<file path="src/rtl/ble_ram_arbiter_if.sv">
// Signal bundle around ble_ram_arbiter: CPU Wishbone side, RAM Wishbone side, rx byte strobe
// and ring status. Names carry the arbiter's point of view (i_ = into the arbiter).
interface ble_ram_arbiter_if #(
    parameter int FIFO_DEPTH = 4
);
    logic                        i_rx_valid;
    logic [7:0]                  i_rx_data;
    logic [31:0]                 i_cpu_adr;
    logic [31:0]                 i_cpu_dat;
    logic [3:0]                  i_cpu_sel;
    logic                        i_cpu_we;
    logic                        i_cpu_cyc;
    logic [31:0]                 o_cpu_rdt;
    logic                        o_cpu_ack;
    logic [31:0]                 o_ram_adr;
    logic [31:0]                 o_ram_dat;
    logic [3:0]                  o_ram_sel;
    logic                        o_ram_we;
    logic                        o_ram_cyc;
    logic [31:0]                 i_ram_rdt;
    logic                        i_ram_ack;
    logic [31:0]                 o_wr_ptr;
    logic [$clog2(FIFO_DEPTH):0] o_fifo_count;
    logic                        o_overflow;

    modport slave (
        input  i_rx_valid, i_rx_data,
        input  i_cpu_adr, i_cpu_dat, i_cpu_sel, i_cpu_we, i_cpu_cyc,
        output o_cpu_rdt, o_cpu_ack,
        output o_ram_adr, o_ram_dat, o_ram_sel, o_ram_we, o_ram_cyc,
        input  i_ram_rdt, i_ram_ack,
        output o_wr_ptr, o_fifo_count, o_overflow
    );

    modport master (
        output i_rx_valid, i_rx_data,
        output i_cpu_adr, i_cpu_dat, i_cpu_sel, i_cpu_we, i_cpu_cyc,
        input  o_cpu_rdt, o_cpu_ack,
        input  o_ram_adr, o_ram_dat, o_ram_sel, o_ram_we, o_ram_cyc,
        output i_ram_rdt, i_ram_ack,
        input  o_wr_ptr, o_fifo_count, o_overflow
    );
endinterface

</file>
<file path="src/rtl/ble_ram_arbiter.sv">
// Shares the single-port servant_ram between the SERV data bus and a FIFO-buffered uart_rx byte
// ring. Define BLE_ARB_STATUS_EN to add the memory-mapped status/overflow-clear register.
module ble_ram_arbiter #(
    parameter int          FIFO_DEPTH = 4,
    parameter logic [31:0] ADR_LL     = 32'h0000_0800,
    parameter logic [31:0] ADR_UL     = 32'h0000_1FFC
`ifdef BLE_ARB_STATUS_EN
    ,
    parameter logic [31:0] STATUS_ADR = 32'h00B0_0000
`endif
) (
    input  logic             i_wb_clk,
    input  logic             i_wb_rst_n,
    ble_ram_arbiter_if.slave io_bus
);
    localparam int AW = $clog2(FIFO_DEPTH);
    localparam int CW = AW + 1;
    localparam logic [CW-1:0] LP_DEPTH = CW'(FIFO_DEPTH);

`ifdef BLE_ARB_STATUS_EN
    typedef enum logic [2:0] {ST_IDLE, ST_GNT_CPU, ST_GNT_RX, ST_GAP, ST_STAT} state_t;
`else
    typedef enum logic [1:0] {ST_IDLE, ST_GNT_CPU, ST_GNT_RX, ST_GAP} state_t;
`endif

    state_t        r_state;
    state_t        w_next_state;
    logic [7:0]    r_fifo_mem [FIFO_DEPTH];
    logic [AW-1:0] r_rd_idx;
    logic [AW-1:0] r_wr_idx;
    logic [CW-1:0] r_count;
    logic [31:0]   r_wr_ptr;
    logic          r_overflow;
    logic          r_last_grant_cpu;

    logic          w_push;
    logic          w_pop;
    logic          w_drop;
    logic          w_cpu_done;
    logic          w_ovf_clear;
    logic          w_rx_req;
    logic [31:0]   w_cpu_rdt;
    logic          w_cpu_ack;
    logic [31:0]   w_ram_adr;
    logic [31:0]   w_ram_dat;
    logic [3:0]    w_ram_sel;
    logic          w_ram_we;
    logic          w_ram_cyc;

    assign w_rx_req = (r_count != '0);
    // A full FIFO still accepts a byte when the head leaves in the same cycle.
    assign w_push   = io_bus.i_rx_valid && ((r_count != LP_DEPTH) || w_pop);
    assign w_drop   = io_bus.i_rx_valid && !w_push;

`ifdef BLE_ARB_STATUS_EN
    logic        w_stat_req;
    logic [31:0] w_status;

    assign w_stat_req  = io_bus.i_cpu_cyc && (io_bus.i_cpu_adr == STATUS_ADR);
    assign w_status    = {r_overflow, 7'b0, 8'(r_count), r_wr_ptr[15:0]};
    assign w_ovf_clear = (r_state == ST_STAT) && io_bus.i_cpu_cyc && io_bus.i_cpu_we &&
                         io_bus.i_cpu_dat[31] && io_bus.i_cpu_sel[3];
`else
    assign w_ovf_clear = 1'b0;
`endif

    always_comb begin
        w_next_state = r_state;
        w_ram_adr    = '0;
        w_ram_dat    = '0;
        w_ram_sel    = '0;
        w_ram_we     = 1'b0;
        w_ram_cyc    = 1'b0;
        w_cpu_ack    = 1'b0;
        w_cpu_rdt    = '0;
        w_pop        = 1'b0;
        w_cpu_done   = 1'b0;
        case (r_state)
            ST_IDLE: begin
`ifdef BLE_ARB_STATUS_EN
                if (w_stat_req) begin
                    w_next_state = ST_STAT;
                end else
`endif
                // Contention goes to whichever side was not served last.
                if (io_bus.i_cpu_cyc && w_rx_req) begin
                    w_next_state = r_last_grant_cpu ? ST_GNT_RX : ST_GNT_CPU;
                end else if (io_bus.i_cpu_cyc) begin
                    w_next_state = ST_GNT_CPU;
                end else if (w_rx_req) begin
                    w_next_state = ST_GNT_RX;
                end
            end
            ST_GNT_CPU: begin
                w_ram_adr = io_bus.i_cpu_adr;
                w_ram_dat = io_bus.i_cpu_dat;
                w_ram_sel = io_bus.i_cpu_sel;
                w_ram_we  = io_bus.i_cpu_we;
                w_ram_cyc = io_bus.i_cpu_cyc;
                w_cpu_ack = io_bus.i_ram_ack;
                w_cpu_rdt = io_bus.i_ram_rdt;
                if (io_bus.i_ram_ack) begin
                    w_cpu_done   = 1'b1;
                    w_next_state = ST_GAP;
                end
            end
            ST_GNT_RX: begin
                w_ram_adr = r_wr_ptr;
                w_ram_dat = {24'b0, r_fifo_mem[r_rd_idx]};
                w_ram_sel = 4'b1111;
                w_ram_we  = 1'b1;
                w_ram_cyc = 1'b1;
                if (io_bus.i_ram_ack) begin
                    w_pop        = 1'b1;
                    w_next_state = ST_GAP;
                end
            end
`ifdef BLE_ARB_STATUS_EN
            ST_STAT: begin
                w_cpu_ack    = 1'b1;
                w_cpu_rdt    = w_status;
                w_next_state = ST_GAP;
            end
`endif
            ST_GAP: begin
                w_next_state = ST_IDLE;
            end
            default: begin
                w_next_state = ST_IDLE;
            end
        endcase
    end

    assign io_bus.o_ram_adr    = w_ram_adr;
    assign io_bus.o_ram_dat    = w_ram_dat;
    assign io_bus.o_ram_sel    = w_ram_sel;
    assign io_bus.o_ram_we     = w_ram_we;
    assign io_bus.o_ram_cyc    = w_ram_cyc;
    assign io_bus.o_cpu_ack    = w_cpu_ack;
    assign io_bus.o_cpu_rdt    = w_cpu_rdt;
    assign io_bus.o_wr_ptr     = r_wr_ptr;
    assign io_bus.o_fifo_count = r_count;
    assign io_bus.o_overflow   = r_overflow;

    always_ff @(posedge i_wb_clk or negedge i_wb_rst_n) begin
        if (!i_wb_rst_n) begin
            r_state          <= ST_IDLE;
            r_wr_ptr         <= ADR_LL;
            r_last_grant_cpu <= 1'b0;
        end else begin
            r_state <= w_next_state;
            if (w_pop) begin
                r_wr_ptr         <= (r_wr_ptr == ADR_UL) ? ADR_LL : r_wr_ptr + 32'd4;
                r_last_grant_cpu <= 1'b0;
            end
            if (w_cpu_done) begin
                r_last_grant_cpu <= 1'b1;
            end
        end
    end

    always_ff @(posedge i_wb_clk) begin
        if (w_push) begin
            r_fifo_mem[r_wr_idx] <= io_bus.i_rx_data;
        end
    end

    always_ff @(posedge i_wb_clk or negedge i_wb_rst_n) begin
        if (!i_wb_rst_n) begin
            r_rd_idx   <= '0;
            r_wr_idx   <= '0;
            r_count    <= '0;
            r_overflow <= 1'b0;
        end else begin
            if (w_push) begin
                r_wr_idx <= r_wr_idx + 1'b1;
            end
            if (w_pop) begin
                r_rd_idx <= r_rd_idx + 1'b1;
            end
            case ({w_push, w_pop})
                2'b10:   r_count <= r_count + 1'b1;
                2'b01:   r_count <= r_count - 1'b1;
                default: r_count <= r_count;
            endcase
            // A drop in the same cycle as a clear request keeps the flag set.
            if (w_drop) begin
                r_overflow <= 1'b1;
            end else if (w_ovf_clear) begin
                r_overflow <= 1'b0;
            end
        end
    end
endmodule

</file>
<file path="src/flat_wrapper.sv">
// flat-port wrapper written by rule: the top's interface ports become plain ports
module ble_ram_arbiter_flat 
#(
    parameter int          FIFO_DEPTH = 4,
    parameter logic [31:0] ADR_LL     = 32'h0000_0800,
    parameter logic [31:0] ADR_UL     = 32'h0000_1FFC

)
  (i_wb_clk, i_wb_rst_n, io_bus_i_rx_valid, io_bus_i_rx_data, io_bus_i_cpu_adr, io_bus_i_cpu_dat, io_bus_i_cpu_sel, io_bus_i_cpu_we, io_bus_i_cpu_cyc, io_bus_o_cpu_rdt, io_bus_o_cpu_ack, io_bus_o_ram_adr, io_bus_o_ram_dat, io_bus_o_ram_sel, io_bus_o_ram_we, io_bus_o_ram_cyc, io_bus_i_ram_rdt, io_bus_i_ram_ack, io_bus_o_wr_ptr, io_bus_o_fifo_count, io_bus_o_overflow);
  ble_ram_arbiter_if #(.FIFO_DEPTH(FIFO_DEPTH)) io_bus_i ();
  input  logic i_wb_clk;
  input  logic i_wb_rst_n;
  input wire logic [$bits(io_bus_i.i_rx_valid)-1:0] io_bus_i_rx_valid;
  input wire logic [$bits(io_bus_i.i_rx_data)-1:0] io_bus_i_rx_data;
  input wire logic [$bits(io_bus_i.i_cpu_adr)-1:0] io_bus_i_cpu_adr;
  input wire logic [$bits(io_bus_i.i_cpu_dat)-1:0] io_bus_i_cpu_dat;
  input wire logic [$bits(io_bus_i.i_cpu_sel)-1:0] io_bus_i_cpu_sel;
  input wire logic [$bits(io_bus_i.i_cpu_we)-1:0] io_bus_i_cpu_we;
  input wire logic [$bits(io_bus_i.i_cpu_cyc)-1:0] io_bus_i_cpu_cyc;
  output wire logic [$bits(io_bus_i.o_cpu_rdt)-1:0] io_bus_o_cpu_rdt;
  output wire logic [$bits(io_bus_i.o_cpu_ack)-1:0] io_bus_o_cpu_ack;
  output wire logic [$bits(io_bus_i.o_ram_adr)-1:0] io_bus_o_ram_adr;
  output wire logic [$bits(io_bus_i.o_ram_dat)-1:0] io_bus_o_ram_dat;
  output wire logic [$bits(io_bus_i.o_ram_sel)-1:0] io_bus_o_ram_sel;
  output wire logic [$bits(io_bus_i.o_ram_we)-1:0] io_bus_o_ram_we;
  output wire logic [$bits(io_bus_i.o_ram_cyc)-1:0] io_bus_o_ram_cyc;
  input wire logic [$bits(io_bus_i.i_ram_rdt)-1:0] io_bus_i_ram_rdt;
  input wire logic [$bits(io_bus_i.i_ram_ack)-1:0] io_bus_i_ram_ack;
  output wire logic [$bits(io_bus_i.o_wr_ptr)-1:0] io_bus_o_wr_ptr;
  output wire logic [$bits(io_bus_i.o_fifo_count)-1:0] io_bus_o_fifo_count;
  output wire logic [$bits(io_bus_i.o_overflow)-1:0] io_bus_o_overflow;
  assign io_bus_i.i_rx_valid = io_bus_i_rx_valid;
  assign io_bus_i.i_rx_data = io_bus_i_rx_data;
  assign io_bus_i.i_cpu_adr = io_bus_i_cpu_adr;
  assign io_bus_i.i_cpu_dat = io_bus_i_cpu_dat;
  assign io_bus_i.i_cpu_sel = io_bus_i_cpu_sel;
  assign io_bus_i.i_cpu_we = io_bus_i_cpu_we;
  assign io_bus_i.i_cpu_cyc = io_bus_i_cpu_cyc;
  assign io_bus_o_cpu_rdt = io_bus_i.o_cpu_rdt;
  assign io_bus_o_cpu_ack = io_bus_i.o_cpu_ack;
  assign io_bus_o_ram_adr = io_bus_i.o_ram_adr;
  assign io_bus_o_ram_dat = io_bus_i.o_ram_dat;
  assign io_bus_o_ram_sel = io_bus_i.o_ram_sel;
  assign io_bus_o_ram_we = io_bus_i.o_ram_we;
  assign io_bus_o_ram_cyc = io_bus_i.o_ram_cyc;
  assign io_bus_i.i_ram_rdt = io_bus_i_ram_rdt;
  assign io_bus_i.i_ram_ack = io_bus_i_ram_ack;
  assign io_bus_o_wr_ptr = io_bus_i.o_wr_ptr;
  assign io_bus_o_fifo_count = io_bus_i.o_fifo_count;
  assign io_bus_o_overflow = io_bus_i.o_overflow;
  ble_ram_arbiter #(.FIFO_DEPTH(FIFO_DEPTH), .ADR_LL(ADR_LL), .ADR_UL(ADR_UL)) u_core (.i_wb_clk(i_wb_clk), .i_wb_rst_n(i_wb_rst_n), .io_bus(io_bus_i));
endmodule
</file>
<file path="config.mk">
export PLATFORM = sky130hd
export DESIGN_NAME = ble_ram_arbiter_flat
export DESIGN_NICKNAME = d
export VERILOG_FILES = /design/src/rtl/ble_ram_arbiter_if.sv /design/src/rtl/ble_ram_arbiter.sv /design/src/flat_wrapper.sv
export SDC_FILE = /design/constraint.sdc
export NUM_CORES = 1
export LEC_CHECK = 0
export CORE_MARGIN = 2
export CORE_UTILIZATION = 34
export CTS_CLUSTER_SIZE = 20
export DETAILED_ROUTE_END_ITERATION = 10
export GPL_ROUTABILITY_DRIVEN = 0
export GPL_TIMING_DRIVEN = 0
export PLACE_DENSITY = 0.77
export SKIP_CTS_REPAIR_TIMING = 1
export SLEW_MARGIN = 20
export SYNTH_ARGS = -nofsm -noshare
export SYNTH_HDL_FRONTEND = slang
export SYNTH_SLANG_ARGS = --single-unit
</file>
<file path="constraint.sdc">
create_clock -name i_wb_clk -period 1.8 [get_ports i_wb_clk]
set_clock_uncertainty 0.05 [all_clocks]
set_input_delay 0.36 -clock i_wb_clk [delete_from_list [all_inputs] [get_ports i_wb_clk]]
set_output_delay 0.36 -clock i_wb_clk [all_outputs]
set_load 0.02 [all_outputs]
</file>
---- Word-level counts from Yosys, hierarchy flattened ----
Memory sizes are Yosys's and may differ from the RTL's.
Cells that the tools add are included.
word-level totals
  flip-flop bits (word level) ............. 43
  bits in writable memories ............... 32
  bits of input ports ..................... 114
  output and inout port bits .............. 139
  logic and storage cells ................. 55
  memories ................................ 1
memories
  name               depth  bits a word  read ports  clocked after Yosys merged registers in  wr ports  line                   source
  u_core.r_fifo_mem  4      8            1           0                                        1         ble_ram_arbiter.sv:28  logic [7:0] r_fifo_mem [FIFO_DEPTH];
operators by class
  $add $sub $neg .......................... 5
  eq/ne operators ......................... 9
  multiplexer cells ....................... 22
  reductions and logical operators ........ 11
operator list
  cell                                                   count
  case mux 32 bit (2 select lines)                       2
  two-way mux 32 bit                                     2
  adder 32 x 3 -> 32 bit, second input constant          1
  == test 32 x 13 -> 1 bit, second input constant        1
  two-way mux 2 bit                                      5
  two-way mux 1 bit                                      8
  case mux 4 bit (2 select lines)                        1
  == test 2 bit, second input constant                   3
  case mux 2 bit (3 select lines)                        1
  case mux 3 bit (2 select lines)                        1
  adder 2 x 1 -> 2 bit, second input constant            2
  == test 2 x 1 -> 1 bit, second input constant          2
  inequality test 4 x 2 -> 1 bit, second input constant  1
  case mux 1 bit (2 select lines)                        2
  nonzero test 2 bit                                     2
  adder 3 x 1 -> 3 bit, second input constant            1
  logical AND 1 bit                                      3
  inequality test 3 bit, second input constant           1
  nonzero test 3 bit                                     1
  subtractor 3 x 1 -> 3 bit, second input constant       1
  zero test 2 bit                                        1
  inequality test 2 x 1 -> 1 bit, second input constant  1
  AND reduction 2 bit                                    1
  OR reduction 2 bit                                     1
  other kinds (2)                                        2

---- Logic depth before layout (Yosys ltp) ----
  word-level depth ........................ 6
  gate-level depth with buffers ........... 9
  mapped depth without buffers ............ 9

---- Worst setup path after synthesis ----
OpenSTA, ideal clock, no wires.
  kind .................................... reg2out
  start point ............................. register u_core.r_state[0]
  end point ............................... output io_bus_o_ram_adr[10]
  arrival time ............................ 1.624 ns
  required time ........................... 1.390 ns
  slack ................................... -0.234 ns
  stages on the path, launching flop included .. 7
  path buffers ............................ 2
  path through ............................ dfrtp_1 > inv_1 > ha_1 > and2_1 > clkbuf_1 > clkbuf_1 > a22o_1
between the ends
  word-level cells in the longest chain between the ends .. 2
  elaborated cells on any way between the ends .. 3
  those cells by class .................... 2 x eq/ne; 1 x mux
ends and longest elaborated chain
  item                                                            line                    source
  start, declared                                                 ble_ram_arbiter.sv:26   state_t r_state;
  start signal, assigned                                          ble_ram_arbiter.sv:151  r_state <= w_next_state;
  == test 2 bit / == test 2 x 1 -> 1 bit (equally long branches)  ble_ram_arbiter.sv:78   case (r_state)
  case mux 32 bit (2 select lines) *                              ble_ram_arbiter.sv:78
  end, declared                                                   flat_wrapper.sv:22      output wire logic [$bits(io_bus_i.o_ram_adr)-1:0] io_bus_o_ram_adr;
Every way passes the cells marked *; elsewhere a longest branch is shown, timed or not.

---- Final worst setup path ----
  start point ............................. register u_core.r_state[0]
  end point ............................... output io_bus_o_ram_adr[31]
The elaborated chain is that of the path after synthesis.

==> flow_metrics.py <==
metrics = {
    "run_status": {
        "status": "finished, violations left",
        "violations": "negative setup slack",
    },
    "final_layout": {
        "num-nets-final": 806,
        "final_util_pct": 72.4,
        "diodes": 0,
        "syn2layout_area_growth_pct": 108,
        "most-common-layout-cells": "clkdlybuf4s50_1, buf_6, and2_4, a22o_4",
        "layout_commonest_cell": "clkdlybuf4s50_1",
        "finalInstanceArea_mm2": 0.00869,
        "instances_no_fill": 835,
        "layout-drive-gt1-share_pct": 47.2,
    },
    "grt": {
        "antenna_found_initial": 0,
        "grt_pass1_wl_um": 22100,
        "first_global_vias": 4058,
        "grt_overflow_total": 0,
        "grt.total_usage_pct": 21.9,
        "grt_max_degree": 24,
    },
    "clock_tree": {
        "numCtsBuffers": 9,
        "root_buffer": "clkbuf_16",
        "cts_tree": "done",
        "cts.sinks": 73,
        "clock_latency_ns": 0.33,
        "h-tree-depth": 3,
        "cts.path.max_buffers": 2,
        "clkTransAtPathRegs_ns": 0.06,
    },
    "setup_path": {
        "cp-end-kind": "output port",
        "reg2reg_to": "u_core.io_bus.o_fifo_count[2]",
        "worstPathMaxFanout": 6,
        "crit_arrival_ns": 1.93,
        "critPathLaunchType": "flop",
        "crit_required_ns": 1.39,
        "criticalPathCategory": "reg -> out",
        "reg2reg_setup_slack_ns": -0.15,
        "worstReg2RegStart": "u_core.r_state[0]",
        "reg2reg_depth": 10,
    },
    "detailed_routing": {
        "drc": 0,
        "via_per_inst": 5.26,
        "vias": 4388,
        "drt-total-wl_um": 17500,
        "first_pass_iters": 4,
        "drt_iter0_drc": 238,
        "wl_per_cell_um": 21.0,
        "ant_nets": 0,
    },
    "placement": {
        "portBuffers": 249,
        "placed_cell_area_mm2": 0.00735,
        "post-place-ws_ns": -0.736,
        "dpl.hpwl_um": 11600,
        "dp_cells": 779,
    },
    "floorplanning": {
        "core_mm2": 0.0120,
        "rows": 40,
        "ioPinCount": 253,
        "die_x_um": 115,
        "initial_core_util_pct": 34.8,
        "die-area_mm2": 0.0132,
        "die_h_um": 115,
    },
    "yosys": {
        "async_reset_ff_share_pct": 56.2,
        "yosysSeqAreaShare_pct": 47.6,
        "syn_area_per_cell_um2": 11.0,
        "synth_cells": 381,
        "synth-edff-count": 32,
        "synth_seq_cells": 73,
        "ys_warn_count": 0,
        "synth_cell_types": 51,
        "syn_area_mm2": 0.00418,
        "ys.flop_type": "dfrtp_1",
    },
    "sta": {
        "finalCritPeriodShare_pct": 130,
        "min_period_ns": 2.34,
        "setup_tns_ns": -43.68,
        "hold_viol": 0,
        "grt_setup_unrepaired": "true",
        "relSlewSlack_pct": 65.1,
        "setup-violations-final": 123,
        "fmax_mhz": 427,
        "fin_ws_ns": -0.540,
        "drv_slew": 0,
        "worst-slew-pin-transition_ns": 0.523,
    },
    "pwr": {
        "leakage_nw": 4.30,
        "power_density_mw_per_mm2": 1370,
        "peakVddDrop_v": 0.000598,
    },
    "worst_hold_path": {
        "worstHoldPathCells": 2,
        "hp-class": "in -> reg",
        "whs_endpoint": "u_core.r_state[1]",
        "hold_start": "io_bus_i_ram_ack",
    },
    "job": {
        "maxCapViolations": 0,
    },
}
==> how the worst max path moves through the flow <==
| stage | cells past startpoint | to | slack (ns) | from |
|---|---|---|---|---|
| floorplan | 6 | io_bus_o_ram_dat[1] | -0.03 | u_core.r_state[1] |
| finish | 7 | io_bus_o_ram_adr[31] | -0.54 | u_core.r_state[0] |
| CTS | 6 | io_bus_o_ram_dat[31] | -1.10 | u_core.r_state[1] |
| global route | 7 | io_bus_o_ram_adr[31] | -0.58 | u_core.r_state[1] |
| detailed placement | 6 | io_bus_o_ram_dat[31] | -0.74 | u_core.r_state[1] |
| global placement | 6 | io_bus_o_ram_dat[28] | -0.74 | u_core.r_state[1] |
==> Yosys cell counts, types with 8 or more instances <==
cell type,number,share of area [%]
clkbuf_1,22,2.0
a22o_1,38,8.0
edfxtp_1,32,23
ha_1,8,2.4
and2_1,42,6.3
inv_1,9,0.81
nor2_1,9,0.81
nand3_1,12,1.4
a21o_1,8,1.4
mux4_2,8,4.3
nand4_1,12,1.8
dfrtp_1,40,24
and3_1,29,4.3
xnor2_1,23,4.8
nand2_1,25,2.2
==> per-stage QoR <==
step / hold slack (ns) / power [mW]
final: 0.381 / 12.0
after global routing: 0.385 / 12.4
after CTS: -0.0499 / 10.0
after detailed placement: 0.299 / 8.33
after global placement: 0.405 / 8.22
after floorplan: 0.0144 / 5.92
==> cell families after synthesis <==
kind of cell	share of synthesized area, %
xor gates and xnor gates	5.87
AOI/OAI and AO/OA	13.3
muxes	4.79
DFF	47.6
and+or+nand+nor	21.9
buffers and inverters	3.50
other	0.0898
adders and majority gates	2.88
==> critical path: stages (launching register included) <==
cell and delay [ns]:
dfrtp_2 0.45, inv_4 0.09, ha_4 0.21, and2_4 0.17, buf_12 0.15, buf_6 0.14, a22o_4 0.24, buf_4 0.15
==> flip-flops by register name, indices dropped and copies added, names as in the netlist <==
register	cells
u_core.io_bus.o_fifo_count	3
u_core.io_bus.o_overflow	1
u_core.r_state	2
u_core.r_fifo_mem	32
u_core.r_rd_idx	2
u_core.r_wr_idx	2
u_core.io_bus.o_wr_ptr	30
u_core.r_last_grant_cpu	1
==> layout make-up <==
| class | instances | area, um2 |
|---|---|---|
| Multi-Input combinational cell | 273 | 2660 |
| Timing Repair Buffer | 291 | 3170 |
| Sequential cell | 73 | 2000 |
| Fill cell | 806 | 3320 |
| Clock buffer | 10 | 229 |
| Tap cell | 147 | 184 |
| Inverter | 9 | 36.3 |
| Buffer | 26 | 364 |
| Clock inverter | 6 | 45.0 |
==> report_power, final <==
part / internal [mW] / switching (mW) / total [mW] / leakage [nW]
Clock: 0.937 / 0.706 / 1.64 / 0.125
Combinational: 4.32 / 3.59 / 7.90 / 3.38
Sequential: 2.09 / 0.319 / 2.41 / 0.801
Total: 7.34 / 4.61 / 12.0 / 4.30
==> routing by layer <==
layer  vias to the layer above  global-route usage, %  part of all wire [%]
met5                         -                      0                     0
met4                         0                   7.47                   1.5
met3                        25                   5.96                   7.0
met2                       180                   36.7                    53
met1                      2162                   27.6                    38
li1                       2021                      -                     -
Power figures use the tool's default switching activity.
